<file path="config.mk">
export PLATFORM = sky130hd
export DESIGN_NAME = alu_result_stage
export DESIGN_NICKNAME = d
export VERILOG_FILES = /design/src/rtl/alu_result_stage.sv
export SDC_FILE = /design/constraint.sdc
export NUM_CORES = 1
export LEC_CHECK = 0
export BUFFER_PORTS_ARGS = -buffer_cell sky130_fd_sc_hd__buf_2
export CAP_MARGIN = 0
export CORE_MARGIN = 10
export CORE_UTILIZATION = 50
export CTS_CLUSTER_DIAMETER = 120
export DETAILED_ROUTE_END_ITERATION = 8
export PLACE_DENSITY = 0.8
export SYNTH_ARGS = -nofsm -noshare
export SYNTH_HDL_FRONTEND = slang
export SYNTH_SLANG_ARGS = --single-unit
</file>
<file path="constraint.sdc">
create_clock -name clk -period 3 [get_ports clk]
set_input_delay 0.15 -clock clk [delete_from_list [all_inputs] [get_ports clk]]
set_output_delay 0.15 -clock clk [all_outputs]
set_load 0.1 [all_outputs]
</file>
<file path="src/rtl/alu_result_stage.sv">
// Result stage behind the reversible-logic ALU: per-op result select, status flags,
// and a small valid/ready FIFO with a running count of completed operations.
module alu_result_stage #(
    parameter int WIDTH = 32,
    parameter int TAG_W = 4,
    parameter int DEPTH = 2,
    parameter int CNT_W = 16
) (
    input  logic             clk,
    input  logic             rst,
    input  logic             in_valid,
    output logic             in_ready,
    input  logic [2:0]       in_op,
    input  logic [TAG_W-1:0] in_tag,
    input  logic [WIDTH-1:0] in_a,
    input  logic [WIDTH-1:0] xor_result,
    input  logic [WIDTH-1:0] not_result1,
    input  logic [WIDTH-1:0] and_result,
    input  logic [WIDTH-1:0] nand_result,
    input  logic [WIDTH-1:0] or_result,
    input  logic [WIDTH-1:0] nor_result,
    input  logic [WIDTH-1:0] a_b_one_result,
    output logic             out_valid,
    input  logic             out_ready,
    output logic [WIDTH-1:0] out_result,
    output logic [TAG_W-1:0] out_tag,
    output logic             out_zero,
    output logic             out_neg,
    output logic             out_parity,
    output logic [CNT_W-1:0] op_count
);
    localparam int PTR_W = $clog2(DEPTH);
    localparam int OCC_W = $clog2(DEPTH + 1);

    logic [WIDTH-1:0] mem_result [DEPTH];
    logic [TAG_W-1:0] mem_tag    [DEPTH];
    logic [2:0]       mem_flags  [DEPTH];

    // Last popped entry, shown while the FIFO is empty.
    logic [WIDTH-1:0] last_result;
    logic [TAG_W-1:0] last_tag;
    logic [2:0]       last_flags;

    logic [PTR_W-1:0] wr_ptr;
    logic [PTR_W-1:0] rd_ptr;
    logic [OCC_W-1:0] occ;

    logic [WIDTH-1:0] sel_result;
    logic [2:0]       sel_flags;
    logic             push;
    logic             pop;

    always_comb begin
        sel_result = in_a;
        case (in_op)
            3'd0:    sel_result = xor_result;
            3'd1:    sel_result = not_result1;
            3'd2:    sel_result = and_result;
            3'd3:    sel_result = nand_result;
            3'd4:    sel_result = or_result;
            3'd5:    sel_result = nor_result;
            3'd6:    sel_result = a_b_one_result;
            default: sel_result = in_a;
        endcase
    end

    // Flag bit order: {zero, neg, parity}.
    assign sel_flags = {(sel_result == '0), sel_result[WIDTH-1], ^sel_result};

    assign in_ready  = (occ < OCC_W'(DEPTH));
    assign out_valid = (occ != '0);
    assign push      = in_valid && in_ready;
    assign pop       = out_valid && out_ready;

    always_ff @(posedge clk) begin
        if (rst) begin
            for (int i = 0; i < DEPTH; i++) begin
                mem_result[i] <= '0;
                mem_tag[i]    <= '0;
                mem_flags[i]  <= '0;
            end
            last_result <= '0;
            last_tag    <= '0;
            last_flags  <= '0;
            wr_ptr      <= '0;
            rd_ptr      <= '0;
            occ         <= '0;
            op_count    <= '0;
        end else begin
            if (push) begin
                mem_result[wr_ptr] <= sel_result;
                mem_tag[wr_ptr]    <= in_tag;
                mem_flags[wr_ptr]  <= sel_flags;
                wr_ptr             <= wr_ptr + PTR_W'(1);
            end
            if (pop) begin
                last_result <= mem_result[rd_ptr];
                last_tag    <= mem_tag[rd_ptr];
                last_flags  <= mem_flags[rd_ptr];
                rd_ptr      <= rd_ptr + PTR_W'(1);
                op_count    <= op_count + CNT_W'(1);
            end
            case ({push, pop})
                2'b10:   occ <= occ + OCC_W'(1);
                2'b01:   occ <= occ - OCC_W'(1);
                default: occ <= occ;
            endcase
        end
    end

    assign out_result = out_valid ? mem_result[rd_ptr] : last_result;
    assign out_tag    = out_valid ? mem_tag[rd_ptr]    : last_tag;
    assign {out_zero, out_neg, out_parity} = out_valid ? mem_flags[rd_ptr] : last_flags;

endmodule
</file>
==> metrics.yaml, run 1 <==
cp_cell_sequence: "buf_2 > buf_4 > buf_4 > mux2i_1 > nor2_1 > a2111oi_0 > a21o_1 > ha_1 > xnor2_1 > xnor2_1 > xnor2_1 > xnor2_1 > nor2_1"
htree_levels: 4
cts.clk_slew.worst_paths_ps: 60
r2r_slack_ps: 1060
synth_area_per_cell_um2: 9.31
holdPathEnd: "mem_tag[0][0]$_SDFFCE_PN0P_"
place_hpwl_um: 24900
worstPathMaxFanout: 31
min_from: "in_tag[0]"
fin_skew_ps: 10.1
cp.depth: 13
fmax_mhz: 374
path_class: "in2reg"
final_common_cell: "buf_2"
drt_iter0_markers: 905
min_path_type: "in2reg"
synthFlopType: "edfxtp_1"
grt_pass1_vias: 8191
first_pass_iters: 6
seq_area_frac_synth: 0.427
rows: 46
drc: 0
relSlewSlack: 0.529
ys_ff_latch: 135
finalWeightedCongestion: 0.937
irDropWorstVdd_v: 0.00163
layout_common_cells: "buf_2, nor2_1, edfxtp_1, a21oi_1, dfxtp_1"
tightest_slew_ps: 705
layout.cells.non_filler: 1398
port_buffers: 323
slowest_stage: "a2111oi_0"
slowest_delay_ps: 380
critPathLaunchType: "input pin"
grt.overflow.total: 0
design.core.area_mm2: 0.0159
crit_family: "XOR/XNOR gates"
crit_buf_inv: 3
cts_buffers: 17
dpl.cell_count: 1360
powerDensity_mw_per_mm2: 1070
antenna_found_initial: 8
worstSetupEndpointType: "flop"
cts_setup_buffers: 0
grt_use_total: 0.283
rsz0062_at_grt: "false"
power.leakage_nw: 4.60
hold_viol_final: 0
clock_latency_ps: 420
synth_edf_count: 76
clock_tree.root_cell: "clkbuf_16"
fin_nets: 1449
grt_max_degree: 59
period_needed_ps: 2670
syn-cell-area_mm2: 0.00811
whs_path_depth: 2
crit_top_cell: "xnor2_1"
viasPerCell: 5.80
finalSetupViolations: 0
drive_gt1_frac: 0.365
syn_inst: 871
synthArstFlopShare: 0
cts_num_sinks: 135
ant_nets: 0
fillerInstances: 1295
r2r_start: "occ[1]$_SDFFE_PP0P_"
setup_tns_ps: 0
dieArea_mm2: 0.0217
syn_nets: 1156
drt-wirelength-per-cell_um: 22.5
r2r_cells: 6
io_pins: 324
reg2reg_to: "mem_result[1][22]$_SDFFCE_PN0P_"
slew_viol_final: 0
ys_warn_count: 0
grt_pass1_wl_um: 48300
initial_core_util: 0.510
vias: 8109
fin_crit_sh: 0.891
clockBufferDepth: 2
status: "complete, no violations"
fin_util: 0.664
arrival_ps: 2830
cts_tree: "done"
syn_to_final_growth_pct: 30.0
crit_required_ps: 3150
fp.dieW_um: 147
drt_wl_total_um: 31500
die_h_um: 147
synth_cell_types: 49
cap_violations: 0
holdWs_ps: 46.3
==> per-layer routing <==
layer  vias up  part of all wire  GRT usage
met5         -            0.0010          0
met4         6             0.017     0.0773
met3        44             0.093     0.0679
met2       457              0.50      0.483
met1      3801              0.39      0.349
li1       3801                 -          -
==> where the power goes <==
group / switching (mW) / internal [mW] / leakage, nW
Combinational: 5.30 / 1.36 / 3.04
Sequential: 0.204 / 2.38 / 1.29
Clock: 0.778 / 1.29 / 0.273
Total: 6.28 / 5.04 / 4.60
==> layout make-up <==
type	instances	area (µm²)	area share
Inverter	4	15.0	0.00142
Clock buffer	18	429	0.0407
Sequential cell	135	3460	0.329
Antenna cell	5	12.5	0.00119
Timing Repair Buffer	353	1920	0.182
Tap cell	216	270	0.0256
Clock inverter	14	159	0.0151
Multi-Input combinational cell	653	4270	0.405
==> repair_timing <==
action,4_1_cts,5_1_grt
gates resized for setup,0,1
hold endpoints to repair,1,0
setup endpoints to repair,0,1
hold buffers,1,0
==> sequential cells by signal, indices dropped and copies added (netlist names), named ones only <==
| name | flops |
|---|---|
| last_result | 31 |
| last_tag | 4 |
| mem_tag | 8 |
| op_count | 16 |
| last_flags | 3 |
| occ | 2 |
| mem_flags | 6 |
| mem_result | 62 |
| rd_ptr | 1 |
| wr_ptr | 1 |
==> stage by stage <==
step / area (µm²) / power, mW / setup WS (ps)
2_1_floorplan: 8110 / 7.99 / -393
3_3_place_gp: 9930 / 9.15 / -59.9
3_5_place_dp: 9930 / 9.23 / -137
4_1_cts: 10500 / 11.3 / 288
5_1_grt: 10500 / 11.8 / 117
6_report: 10500 / 11.3 / 327
==> cell usage after synthesis, types with 18 or more instances <==
| library cell | instances | area share |
|---|---|---|
| a21oi_1 | 61 | 0.038 |
| nor2_1 | 199 | 0.092 |
| ha_1 | 18 | 0.028 |
| edfxtp_1 | 76 | 0.28 |
| nand2_1 | 33 | 0.015 |
| clkbuf_1 | 38 | 0.018 |
| mux2i_1 | 45 | 0.056 |
| a211oi_1 | 39 | 0.036 |
| o21ai_0 | 34 | 0.021 |
| xnor2_1 | 20 | 0.022 |
| dfxtp_1 | 59 | 0.15 |
| a22o_1 | 24 | 0.026 |
| nand3_1 | 18 | 0.011 |
| buf_2 | 28 | 0.017 |
==> cells by family (layout without fill, tap and decap cells) <==
family | after synthesis | in the layout | synth area share
AO/OA/AOI/OAI | 244 | 244 | 0.226
XOR/XNOR | 32 | 32 | 0.0346
adder cells (fa/ha/maj) | 18 | 18 | 0.0278
buffers and inverters | 83 | 389 | 0.0497
flip-flops | 135 | 135 | 0.427
multiplexers | 61 | 61 | 0.0778
other | 0 | 5 | 0
AND/OR/NAND/NOR | 298 | 298 | 0.157
==> how the worst max path moves through the flow <==
| stage | from | end | slack [ps] |
|---|---|---|---|
| 5_1_grt | in_op[0] | mem_flags[1][0]$_SDFFCE_PN0P_ | 120 |
| 3_3_place_gp | in_op[1] | mem_flags[1][0]$_SDFFCE_PN0P_ | -60 |
| 6_report | in_op[0] | mem_flags[0][0]$_SDFFCE_PN0P_ | 330 |
| 2_1_floorplan | occ[0]$_SDFFE_PP0P_ | out_parity | -390 |
| 4_1_cts | in_op[1] | mem_flags[0][0]$_SDFFCE_PN0P_ | 290 |
| 3_5_place_dp | in_op[1] | mem_flags[0][0]$_SDFFCE_PN0P_ | -140 |
(Power assumes the default switching activity.)
==> inputs of run 2 (changes only) <==
--- a/config.mk
+++ b/config.mk
@@ -9,8 +9,8 @@
 export CAP_MARGIN = 0
 export CORE_MARGIN = 10
-export CORE_UTILIZATION = 50
+export CORE_UTILIZATION = 45
 export CTS_CLUSTER_DIAMETER = 120
 export DETAILED_ROUTE_END_ITERATION = 8
-export PLACE_DENSITY = 0.8
+export PLACE_DENSITY = 0.76
 export SYNTH_ARGS = -nofsm -noshare
 export SYNTH_HDL_FRONTEND = slang
==> constraint.sdc (replaced) <==
create_clock -name clk -period 2.4 [get_ports clk]
set_input_delay 0.12 -clock clk [delete_from_list [all_inputs] [get_ports clk]]
set_output_delay 0.12 -clock clk [all_outputs]
set_load 0.005 [all_outputs]
==> run 2 against run 1 <==
Hold slack worse by 37 ps. Combinational power is 34% lower. Count of clock-buffer cells in the layout is 1 lower. Die area is 9.6% higher. Via count is 3.1% higher. Sequential power is 23% higher. First-iteration DRC count is 38% lower. Clock skew is 3.6 ps lower. Core utilization is 2.1 points lower. Register-to-register slack worse by 460 ps. Non-clock buffer count is 67 higher. Setup slack worse by 260 ps.
==> metrics.yaml, run 2 (synthesized netlist as in run 1, its figures left out) <==
status: "complete, no violations"
arrival_ps: 2490
relSlewSlack: 0.622
r2r_cells: 6
min_path_type: "in2reg"
tightest_slew_ps: 567
cts.clk_slew.worst_paths_ps: 60
final_common_cell: "buf_2"
grt_max_degree: 78
top_register: "mem_result"
io_pins: 324
register_area_mm2: 0.00346
fmax_mhz: 429
worstSetupEndpointType: "flop"
initial_core_util: 0.454
fp.dieW_um: 154
htree_levels: 4
clock_tree.root_cell: "clkbuf_16"
irDropWorstVdd_v: 0.000630
path_class: "in2reg"
largest_reg_flops: 62
grt_pass1_wl_um: 46900
reg2reg_to: "mem_result[1][9]$_SDFFCE_PN0P_"
crit_end: "mem_flags[1][0]$_SDFFCE_PN0P_"
r2r_slack_ps: 600
multi_input_area_mm2: 0.00449
clockBufferDepth: 2
fin_skew_ps: 6.42
cts_tree: "done"
slew_viol_final: 0
finalWeightedCongestion: 0.982
drive_gt1_frac: 0.417
fillerInstances: 1490
vias: 8363
finalSetupViolations: 0
critPathLaunchType: "input pin"
die_h_um: 154
whs_path_depth: 2
reg_top3: "mem_result: 62 flops, last_result: 31 flops, op_count: 16 flops"
place_hpwl_um: 24600
layout_common_cells: "buf_2, nor2_1, edfxtp_1, buf_4, a21oi_1"
crit_top_cell: "xnor2_1"
ant_nets: 0
syn_to_final_growth_pct: 41.4
cts_buffers: 17
fin_crit_sh: 0.970
slowest_delay_ps: 250
drt_wl_total_um: 32000
powerDensity_mw_per_mm2: 870
grt_pass1_vias: 8388
r2r_start: "occ[1]$_SDFFE_PP0P_"
drc: 0
viasPerCell: 5.65
design.core.area_mm2: 0.0178
clock_latency_ps: 420
crit_required_ps: 2560
slowest_stage: "o31ai_2"
grt.overflow.total: 0
power_mw: 9.97
antenna_found_initial: 10
hold_viol_final: 0
first_pass_iters: 8
period_needed_ps: 2330
dieArea_mm2: 0.0238
drt-wirelength-per-cell_um: 21.6
cp_cell_sequence: "buf_8 > buf_12 > and2_2 > buf_12 > a22o_1 > o31ai_2 > o2bb2ai_2 > ha_4 > xor2_2 > xnor2_1 > xnor2_1 > xnor2_1 > nor2_1"
design_area_mm2: 0.0115
cap_violations: 0
drt_iter0_markers: 563
port_buffers: 323
cts_num_sinks: 135
fin_nets: 1517
power.leakage_nw: 5.04
rows: 49
grt_use_total: 0.247
place_area_mm2: 0.0104
crit_path_start: "in_op[0]"
worstPathMaxFanout: 13
run 2: cell types whose count changed in the layout (fill, tap and decap cells not counted), sizes merged:
cell / before / now
diode: 5 / 7
inv: 4 / 5
bufinv: 3 / 1
clkinvlp: 5 / 7
buf: 352 / 413
dlygate4sd3: 1 / 2
clkbuf: 18 / 22
nor2b: 2 / 3
run 2: final cells by class:
cell class                      count  area share
Tap cell                          229      0.0250
Clock inverter                     15      0.0116
Antenna cell                        7     0.00153
Clock buffer                       17      0.0371
Timing Repair Buffer              420       0.230
Inverter                            4     0.00131
Multi-Input combinational cell    654       0.391
Sequential cell                   135       0.302
run 2: power by group:
group          leakage [nW]  switching, mW  internal [mW]
logic                  3.50           2.41           1.96
clock network         0.253          0.995           1.42
registers              1.29          0.209           2.98
run 2: per-layer routing:
layer,wire length (µm),up-vias,GRT usage
met2,16100,431,0.425
met3,2850,67,0.0799
li1,-,3943,-
met4,1040,6,0.0972
met5,45,-,0
met1,11900,3916,0.278
run 2: worst max-delay path: cells and delay by family:
family	cells	cell delay, ps
AO/OA/AOI/OAI	3	660
XOR/XNOR	4	710
adder cells (fa/ha/maj)	1	250
buffers and inverters	3	420
AND/OR/NAND/NOR	2	300
run 2: metrics by stage:
| step | util | instances | hold slack (ps) | worst slack (ps) | TNS (ps) |
|---|---|---|---|---|---|
| 5_1_grt | 0.642 | 1480 | 12.0 | -17.6 | -17.6 |
| 6_report | 0.642 | 1481 | 9.67 | 71.4 | 0 |
| 4_1_cts | 0.617 | 1460 | 2.27 | 25.3 | 0 |
| 3_5_place_dp | 0.581 | 1426 | 421 | -670 | -2000 |
| 2_1_floorplan | - | 871 | 318 | -0.862 | -0.862 |
| 3_3_place_gp | 0.581 | 1426 | 418 | -595 | -1750 |
run 2: how the worst min path moves through the flow:
stage                                  end       from  slack, ps
6_report       mem_tag[0][0]$_SDFFCE_PN0P_  in_tag[0]         10
5_1_grt        mem_tag[0][0]$_SDFFCE_PN0P_  in_tag[0]         10
4_1_cts        mem_tag[0][0]$_SDFFCE_PN0P_  in_tag[0]          2
3_5_place_dp   mem_tag[0][1]$_SDFFCE_PN0P_  in_tag[1]        420
3_3_place_gp   mem_tag[0][2]$_SDFFCE_PN0P_  in_tag[2]        420
2_1_floorplan  mem_tag[0][0]$_SDFFCE_PN0P_  in_tag[0]        320
run 2: timing repair:
item	4_1_cts	5_1_grt
cloned	0	6
pin swaps	0	26
endpoints found under the hold margin	2	0
setup buffers	0	8
gates resized for setup	13	40
endpoints found under the setup margin	2	2
hold buffers	2	0
